[config.mk]
export PLATFORM = sky130hd
export DESIGN_NAME = stack_op_controller
export DESIGN_NICKNAME = d
export VERILOG_FILES = /design/src/rtl/stack_ctrl_pkg.sv /design/src/rtl/stack_bounds_check.sv /design/src/rtl/stack_op_controller.sv
export SDC_FILE = /design/constraint.sdc
export NUM_CORES = 1
export LEC_CHECK = 0
export CAP_MARGIN = 20
export CORE_ASPECT_RATIO = 2
export CORE_MARGIN = 3
export CORE_UTILIZATION = 30
export DETAILED_ROUTE_END_ITERATION = 8
export PLACE_DENSITY = 0.61
export SYNTH_ARGS = -nofsm -noshare
export SYNTH_HDL_FRONTEND = slang
export SYNTH_HIERARCHICAL = 1
export SYNTH_SLANG_ARGS = --single-unit
[constraint.sdc]
create_clock -name clk -period 9.4 [get_ports clk]
set_input_delay 1.41 -clock clk [delete_from_list [all_inputs] [get_ports clk]]
set_output_delay 1.41 -clock clk [all_outputs]
set_load 0.05 [all_outputs]
[src/rtl/stack_ctrl_pkg.sv]
// rtl/stack_ctrl_pkg.sv - shared op codes, SP update modes and sequencer states
//
// Purpose : types shared by stack_op_controller and stack_bounds_check.
// Contents: stack_op_e (request op codes), sp_mode_e (stack pointer register
//           update-mode codes), state_e (sequencer states).

package stack_ctrl_pkg;

    // Request op codes from the control unit.
    typedef enum logic [1:0] {
        OP_PUSH = 2'b00,
        OP_POP  = 2'b01,
        OP_CALL = 2'b10,
        OP_RET  = 2'b11
    } stack_op_e;

    // Update-mode codes understood by the stack pointer register.
    typedef enum logic [1:0] {
        MODE_HOLD = 2'b00,
        MODE_INC1 = 2'b01,
        MODE_DEC2 = 2'b10,
        MODE_DEC1 = 2'b11
    } sp_mode_e;

    // Sequencer states.
    typedef enum logic [2:0] {
        S_IDLE = 3'd0,
        S_CHK  = 3'd1,
        S_MEM0 = 3'd2,
        S_MEM1 = 3'd3,
        S_UPD  = 3'd4,
        S_UPD2 = 3'd5
    } state_e;

endpackage

[src/rtl/stack_bounds_check.sv]
// rtl/stack_bounds_check.sv - combinational stack window check for one operation
//
// Purpose : flags an operation whose SP change would leave the stack window
//           [STACK_LIMIT, STACK_BASE]. All arithmetic is done one bit wider than
//           REG_BITS so that SP values near 0 or near all-ones never wrap.
// Ports   :
//   op        in  2         operation code (stack_op_e encoding)
//   sp        in  REG_BITS  SP value the operation starts from
//   violation out 1         operation would move SP outside the window

module stack_bounds_check
    import stack_ctrl_pkg::*;
#(
    parameter int                  REG_BITS    = 32,
    parameter logic [REG_BITS-1:0] STACK_BASE  = 32'h0000_0400,
    parameter logic [REG_BITS-1:0] STACK_LIMIT = 32'h0000_0300
) (
    input  logic [1:0]          op,
    input  logic [REG_BITS-1:0] sp,
    output logic                violation
);

    localparam int XW = REG_BITS + 1;

    logic [XW-1:0] sp_x;
    logic [XW-1:0] base_x;
    logic [XW-1:0] limit_x;

    assign sp_x    = {1'b0, sp};
    assign base_x  = {1'b0, STACK_BASE};
    assign limit_x = {1'b0, STACK_LIMIT};

    // "sp-n < limit" is rewritten as "sp < limit+n" so no subtraction can
    // underflow; the extra bit keeps limit+n and sp+n from overflowing.
    always_comb begin
        violation = 1'b0;
        case (stack_op_e'(op))
            OP_PUSH: violation = (sp_x < (limit_x + XW'(1)));
            OP_CALL: violation = (sp_x < (limit_x + XW'(2)));
            OP_POP:  violation = ((sp_x + XW'(1)) > base_x);
            OP_RET:  violation = ((sp_x + XW'(2)) > base_x);
            default: violation = 1'b0;
        endcase
    end

endmodule

[src/rtl/stack_op_controller.sv]
// rtl/stack_op_controller.sv - multi-cycle PUSH/POP/CALL/RET stack sequencer
//
// Purpose : accepts one stack operation at a time, performs its stack-memory
//           accesses over a req/ack port and drives the SP register update
//           mode only in the final cycle(s) of the operation.
// Config  : STACK_OP_BOUNDS_CHECK_EN - when defined, CHK rejects operations
//           that would leave [STACK_LIMIT, STACK_BASE]; when undefined, CHK
//           always passes, op_err stays 0 and addresses/SP wrap.
// Ports   :
//   clk, reset              clock, synchronous active-high reset
//   op_valid, op, op_ready  request handshake (op: 00 PUSH 01 POP 10 CALL 11 RET)
//   wdata0, wdata1          PUSH value / CALL return PC, CALL frame pointer
//   op_done, op_err         completion pulse, bounds violation (with op_done)
//   rdata0, rdata1          POP value / RET return PC, RET frame pointer
//   sp_in                   current SP from the stack pointer register
//   stack_update_mode       00 hold, 01 sp+1, 10 sp-2, 11 sp-1
//   mem_req, mem_we, mem_addr, mem_wdata, mem_rdata, mem_ack   memory port

module stack_op_controller
    import stack_ctrl_pkg::*;
#(
    parameter int                  REG_BITS    = 32,
    parameter logic [REG_BITS-1:0] STACK_BASE  = 32'h0000_0400,
    parameter logic [REG_BITS-1:0] STACK_LIMIT = 32'h0000_0300
) (
    input  logic                clk,
    input  logic                reset,
    input  logic                op_valid,
    input  logic [1:0]          op,
    output logic                op_ready,
    input  logic [REG_BITS-1:0] wdata0,
    input  logic [REG_BITS-1:0] wdata1,
    output logic                op_done,
    output logic                op_err,
    output logic [REG_BITS-1:0] rdata0,
    output logic [REG_BITS-1:0] rdata1,
    input  logic [REG_BITS-1:0] sp_in,
    output logic [1:0]          stack_update_mode,
    output logic                mem_req,
    output logic                mem_we,
    output logic [REG_BITS-1:0] mem_addr,
    output logic [REG_BITS-1:0] mem_wdata,
    input  logic [REG_BITS-1:0] mem_rdata,
    input  logic                mem_ack
);

    state_e              state_q, state_d;
    stack_op_e           op_q;
    logic [REG_BITS-1:0] sp_q;
    logic [REG_BITS-1:0] wd0_q;
    logic [REG_BITS-1:0] wd1_q;
    logic [REG_BITS-1:0] rdata0_q;
    logic [REG_BITS-1:0] rdata1_q;

    logic                accept;
    logic                cap0;
    logic                cap1;
    logic                bounds_viol;
    sp_mode_e            mode;

    logic [REG_BITS-1:0] sp_m1;
    logic [REG_BITS-1:0] sp_m2;
    logic [REG_BITS-1:0] sp_p1;

    // Address arithmetic is modulo 2^REG_BITS; with checking enabled the
    // bounds test guarantees it never actually wraps.
    assign sp_m1 = sp_q - REG_BITS'(1);
    assign sp_m2 = sp_q - REG_BITS'(2);
    assign sp_p1 = sp_q + REG_BITS'(1);

`ifdef STACK_OP_BOUNDS_CHECK_EN
    stack_bounds_check #(
        .REG_BITS    (REG_BITS),
        .STACK_BASE  (STACK_BASE),
        .STACK_LIMIT (STACK_LIMIT)
    ) u_bounds (
        .op        (op_q),
        .sp        (sp_q),
        .violation (bounds_viol)
    );
`else
    // Window parameters only matter to the checker.
    logic unused_bounds;
    assign unused_bounds = ^{STACK_BASE, STACK_LIMIT};
    assign bounds_viol   = 1'b0;
`endif

    always_ff @(posedge clk) begin
        if (reset) begin
            state_q  <= S_IDLE;
            op_q     <= OP_PUSH;
            sp_q     <= '0;
            wd0_q    <= '0;
            wd1_q    <= '0;
            rdata0_q <= '0;
            rdata1_q <= '0;
        end else begin
            state_q <= state_d;
            if (accept) begin
                op_q  <= stack_op_e'(op);
                sp_q  <= sp_in;
                wd0_q <= wdata0;
                wd1_q <= wdata1;
            end
            if (cap0) begin
                rdata0_q <= mem_rdata;
            end
            if (cap1) begin
                rdata1_q <= mem_rdata;
            end
        end
    end

    always_comb begin
        state_d   = state_q;
        accept    = 1'b0;
        cap0      = 1'b0;
        cap1      = 1'b0;
        op_done   = 1'b0;
        op_err    = 1'b0;
        mem_req   = 1'b0;
        mem_we    = 1'b0;
        mem_addr  = '0;
        mem_wdata = '0;
        mode      = MODE_HOLD;

        case (state_q)
            S_IDLE: begin
                if (op_valid) begin
                    accept  = 1'b1;
                    state_d = S_CHK;
                end
            end

            S_CHK: begin
                if (bounds_viol) begin
                    op_done = 1'b1;
                    op_err  = 1'b1;
                    state_d = S_IDLE;
                end else begin
                    state_d = S_MEM0;
                end
            end

            // First access: the only one for PUSH/POP, the upper slot for
            // CALL/RET (return PC lives above the frame pointer).
            S_MEM0: begin
                mem_req = 1'b1;
                case (op_q)
                    OP_PUSH, OP_CALL: begin
                        mem_we    = 1'b1;
                        mem_addr  = sp_m1;
                        mem_wdata = wd0_q;
                    end
                    OP_POP:  mem_addr = sp_q;
                    OP_RET:  mem_addr = sp_p1;
                    default: mem_addr = sp_q;
                endcase
                if (mem_ack) begin
                    cap0    = (op_q == OP_POP) || (op_q == OP_RET);
                    state_d = ((op_q == OP_PUSH) || (op_q == OP_POP)) ? S_UPD : S_MEM1;
                end
            end

            // Second access, reached only by CALL and RET.
            S_MEM1: begin
                mem_req = 1'b1;
                if (op_q == OP_CALL) begin
                    mem_we    = 1'b1;
                    mem_addr  = sp_m2;
                    mem_wdata = wd1_q;
                end else begin
                    mem_addr = sp_q;
                end
                if (mem_ack) begin
                    cap1    = (op_q == OP_RET);
                    state_d = S_UPD;
                end
            end

            // RET needs +2 but the SP register only steps by 1 upward, so it
            // takes two +1 cycles and reports completion on the second.
            S_UPD: begin
                case (op_q)
                    OP_PUSH: mode = MODE_DEC1;
                    OP_CALL: mode = MODE_DEC2;
                    default: mode = MODE_INC1;
                endcase
                if (op_q == OP_RET) begin
                    state_d = S_UPD2;
                end else begin
                    op_done = 1'b1;
                    state_d = S_IDLE;
                end
            end

            S_UPD2: begin
                mode    = MODE_INC1;
                op_done = 1'b1;
                state_d = S_IDLE;
            end

            default: state_d = S_IDLE;
        endcase
    end

    assign op_ready          = (state_q == S_IDLE);
    assign stack_update_mode = mode;
    assign rdata0            = rdata0_q;
    assign rdata1            = rdata1_q;

endmodule

-- After elaboration in Yosys (flattened, before gate mapping)
Cells that the tools add are included.
- bits in registers: 165
- logic and storage cells: 54
- add/subtract/negate cells: 3
- eq/ne operators: 11
- muxes and demuxes: 26
- reduce and logical (&&, ||, !) cells: 7
- operators with widths (cell ; count):
    $pmux 32 s2 ; 2
    $mux 32 ; 3
    $pmux 32 s3 ; 1
    $add 32x1->32 const B ; 1
    $sub 32x1->32 const B ; 1
    $sub 32x2->32 const B ; 1
    $mux 3 ; 5
    $pmux 3 s5 ; 1
    $mux 1 ; 10
    $pmux 2 s2 ; 2
    $eq 3x2->1 const B ; 2
    $eq 3x3->1 const B ; 2
    $ne 2x2->1 const B ; 3
    $eq 2x2->1 const B ; 2
    $pmux 1 s2 ; 2
    $reduce_or 2->1 ; 2
    $eq 3x1->1 const B ; 1
    $logic_not 3->1 ; 1
    $reduce_and 3->1 ; 1
    $eq 2x1->1 const B ; 1
    $logic_not 2->1 ; 1
    $logic_or 1x1->1 ; 2

-- Longest topological paths before layout
- depth after elaboration: 5
- mapped depth: 12
- depth with buffers taken out: 11

-- Worst setup path before layout
Ideal clock, no wire load.
- path type: reg-to-output
- from: register op_q[1]
- to: output mem_addr[20]
- arrival: 4309 ps
- data required time: 7990 ps
- setup slack: 3681 ps
- cell stages (with the launch flop): 12
- buffers on the path: 1
- cells stage by stage: dfxtp_1 > clkbuf_1 > nand2_1 > ha_1 > and2_1 > or2_2 > a21o_1 > a221oi_1 > nand2_1 > a31oi_1 > xor2_1 > o21ai_0
- cells in the longest elaborated chain, start to end: 4
- ends and longest elaborated chain (what ; RTL line ; text):
    start, declared ; stack_op_controller.sv:48 ; stack_op_e op_q;
    start signal, assigned ; stack_op_controller.sv:100 ; op_q <= stack_op_e'(op);
    $eq 2x2->1 or $logic_not 2->1 (tied branches) ; stack_op_controller.sv:149, stack_op_controller.sv:168 ;
    $reduce_or 2->1 ; stack_op_controller.sv:149 ; case (op_q)
    $pmux 32 s3 ; stack_op_controller.sv:149 ;
    $pmux 32 s2 * ; stack_op_controller.sv:127 ; case (state_q)
    end, declared ; stack_op_controller.sv:41 ; output logic [REG_BITS-1:0] mem_addr,
Mark *: on every way between the ends. The rest lies on a longest branch, timed or not.

-- Final worst setup path
- from: register op_q[0]
- to: output mem_addr[23]
The elaborated chain is that of the path after synthesis.

==> metrics <==
Initial DRT Pass Iterations=5; Initial Util=30.6%; RSZ-0062 raised after global routing=no; Cell Chain, Critical Path=nand2_1 -> buf_4 -> ha_1 -> nand2_1 -> a2111oi_0 -> o41ai_1 -> nand2_1 -> a21o_1 -> a21oi_1 -> or4b_2 -> o211ai_1 -> clkdlybuf4s50_1; kind of critical path=register to output pin; required time of the critical path=roughly 8000 ps; layout cells sized above 1=4.40%; XOR/XNOR Fraction of Synth Area=2.89%; setup violators final=0; Worst path most repeated cell=nand2_1; vias in the first global route=around 9800; P_leak=0.00463 uW; Slew HR=33.1%; Synth Area in Simple Gates=roughly 25%; MaxCap Viol Count=0; post-route setup slack=2600 ps; Worst Max-Slew Pin Slew=1000 ps; Worst path max stage delay=between 800 and 900 ps; Mean Syn Cell Area=7.15 sq um; Critical Path AT=5390 ps; largest net degree at the start of global routing=99; CP max FO=22; RePlAce Congestion=1.03; drc violations=0; synth warn=6; initial antenna violation count=5; ANT nets after route=0; Fill cells=a little over 3000; DIE AREA=32500 sq um; prevailing post-synth register cell=dfxtp_1; Yosys cell types=66; Root Driver=clkbuf_16; CP endpoint kind=output pin; row cnt=roughly 90; Peak Freq=147 MHz; multi-input logic area=5360 sq um; Worst-Skew Late Latency=450 ps; Vias=about 10000; DRT Wirelength=36.9 mm; Ports=269; CTS buffer count=17; peak supply drop=around 0.13 mV; Vias/cell=about 5.3; pwr dens=233 nW/um^2; largest family of logic cells by synthesized area=simple AND/OR/NAND/NOR gates; hold crit path type=register to register; post-cts resize count=0; clock sinks=about 170; HPWL after DPL=27.1 mm; setup TNS=0 ps; Avg WL per Cell=just under 20 microns; Tmin final=6800 ps; switching share of power=between 40% and 50%; Area growth syn-to-layout=39.3%; CTS tree=yes; synthesized area=9090 sq um; Synthesized Nets=about 1400; Post-synth EDFFs=0; Buffers on Ports=~270; combinational share of power=around 46%; All-Layer GR Usage=22.3%; register share of total power=29.0%; mux cell area share after synthesis=less than 1%; run status=complete, no violations; CP Launch Type=register; Setup Fix Bufs, Post-CTS=0; CORE AREA=a little under 30000 sq um; top cells by area, synth=dfxtp_1 36%, nand2_1 15%, a21oi_1 12%; Sw Pwr=1310 uW; cell taking the most area after synthesis=dfxtp_1; Clk pin slew, worst setup/hold paths=70 ps; clock tree buffer depth=2; number of DRC markers in iteration 0=586; ys async rst share=0%; first-pass GRT wire length=about 56 mm; Slowest cell on crit path=clkdlybuf4s50_1; final net count=around 1700; CTS hold repair buffers=0; gr ovfl total=0; Int Pwr=1640 uW; area taken by flip-flops and latches=between 3000 and 4000 sq um; final hold viol count=0; die height=252 microns; top cell type's share of synthesized area=36.4%; flops & latches, synth=~170; final setup skew=11.4 ps; sequential share of the synthesized area=a little over a third; Synth Area in Compound Gates=approximately a quarter; Synth Instances=about 1300; fin crit share=72.4%; Clock power frac=~25%; fin. max-slew vios=0; H-tree Lvls=4; die width=129 microns; Synth Area in Adders=5.45%; Post-Place Worst Slack=~3100 ps
area by class of cell:
class	count	area share, %
diodes	3	0.0593
well taps	364	3.60
clock buffers	17	3.36
clock inverters	15	1.45
inverters	25	0.742
repair buffers	281	22.3
multi-input cells	997	42.4
flip-flops and latches	165	26.1
cell usage after synthesis, types with 7 or more instances:
master	n
nand2_1	374
a21oi_1	222
dfxtp_1	165
clkbuf_1	68
nor2_1	60
o21ai_0	44
ha_1	38
inv_1	25
nand3_1	25
a22o_1	19
nor3_1	19
xnor2_1	18
a22oi_1	16
a31oi_1	15
xor2_1	12
o22ai_1	11
a21o_1	10
o221ai_1	9
nor2b_1	8
buf_2	7
per-stage QoR:
step / power, uW / std cells / hold slack [ps] / utilization [%] / instance area [sq um]
floorplan: 1770 / 1270 / 436 / - / 9090
CTS: 2950 / 1861 / 456 / 42.3 / 12600
global route: 3120 / 1867 / 472 / 42.6 / 12700
finish: 2950 / 1867 / 454 / 42.6 / 12700
global placement: 2200 / 1829 / 441 / 40.2 / 12000
detailed placement: 2210 / 1829 / 446 / 40.2 / 12000
power groups by stage:
stage	combinational, uW	sequential (uW)	clock (uW)
after floorplan	934	839	0
after global placement	1330	875	0
after detailed placement	1330	878	0
after CTS	1330	862	749
after global routing	1480	867	770
final	1370	856	728
kinds of logic after synthesis:
logic type	Yosys count
AOI/OAI and AO/OA	384
xor gates and xnor gates	30
adders and majority gates	39
buffers and inverters	108
DFF	165
muxes	4
other	1
and+or+nand+nor	539
path summary, 6_finish.rpt:
kind                            startpoint           end  slack (ps)  cells past startpoint
worst max-delay path               op_q[0]  mem_addr[23]        2600                     12
worst min-delay path            rdata1[24]    rdata1[24]         450                      2
worst max register to register  state_q[1]    rdata1[25]        6600                      7
worst min register to register  rdata1[24]    rdata1[24]         450                      2
cells in the final DEF (no fill, tap or decap), types with 5 or more instances in the layout:
master,Yosys,routed
nand4_1,6,6
nor2_1,60,60
a22o_1,19,19
clkbuf_16,0,17
ha_1,38,38
a21o_1,10,10
a21oi_1,222,222
dfxtp_1,165,165
xor2_1,12,12
nor3_1,19,18
nand3_1,25,24
a22oi_1,16,16
or3_1,6,6
o211ai_1,6,6
o221ai_1,9,9
a31oi_1,15,15
clkdlybuf4s50_1,0,266
nor2b_1,8,8
buf_4,2,12
o21bai_1,6,6
inv_1,25,25
nand2_1,374,373
nand2b_1,5,5
inv_8,0,5
o21ai_0,44,44
xnor2_1,18,18
o22ai_1,11,11
routing by layer:
| layer | vias up | global-route usage [%] | wire length, microns |
|---|---|---|---|
| met5 | - | 0 | 24 |
| met4 | 4 | 13.8 | 2150 |
| li1 | 4841 | - | - |
| met1 | 4663 | 21.9 | 12600 |
| met3 | 104 | 4.55 | 1820 |
| met2 | 331 | 41.6 | 20300 |
worst max-delay path, delay by kind of cell, from the launching register on:
| family | cells | cell delay [ps] |
|---|---|---|
| adders and majority gates | 1 | 420 |
| buffers and inverters | 2 | 1290 |
| and+or+nand+nor | 4 | 1630 |
| DFF | 1 | 630 |
| AOI/OAI and AO/OA | 5 | 940 |
sequential cells by signal (all words and copies together), names as in the netlist:
name and flops:
sp_q 32, wd1_q 32, state_q 3, op_q 2
wd0_q 32, rdata0 32, rdata1 32
No activity file was read; power rests on OpenSTA's default activity.
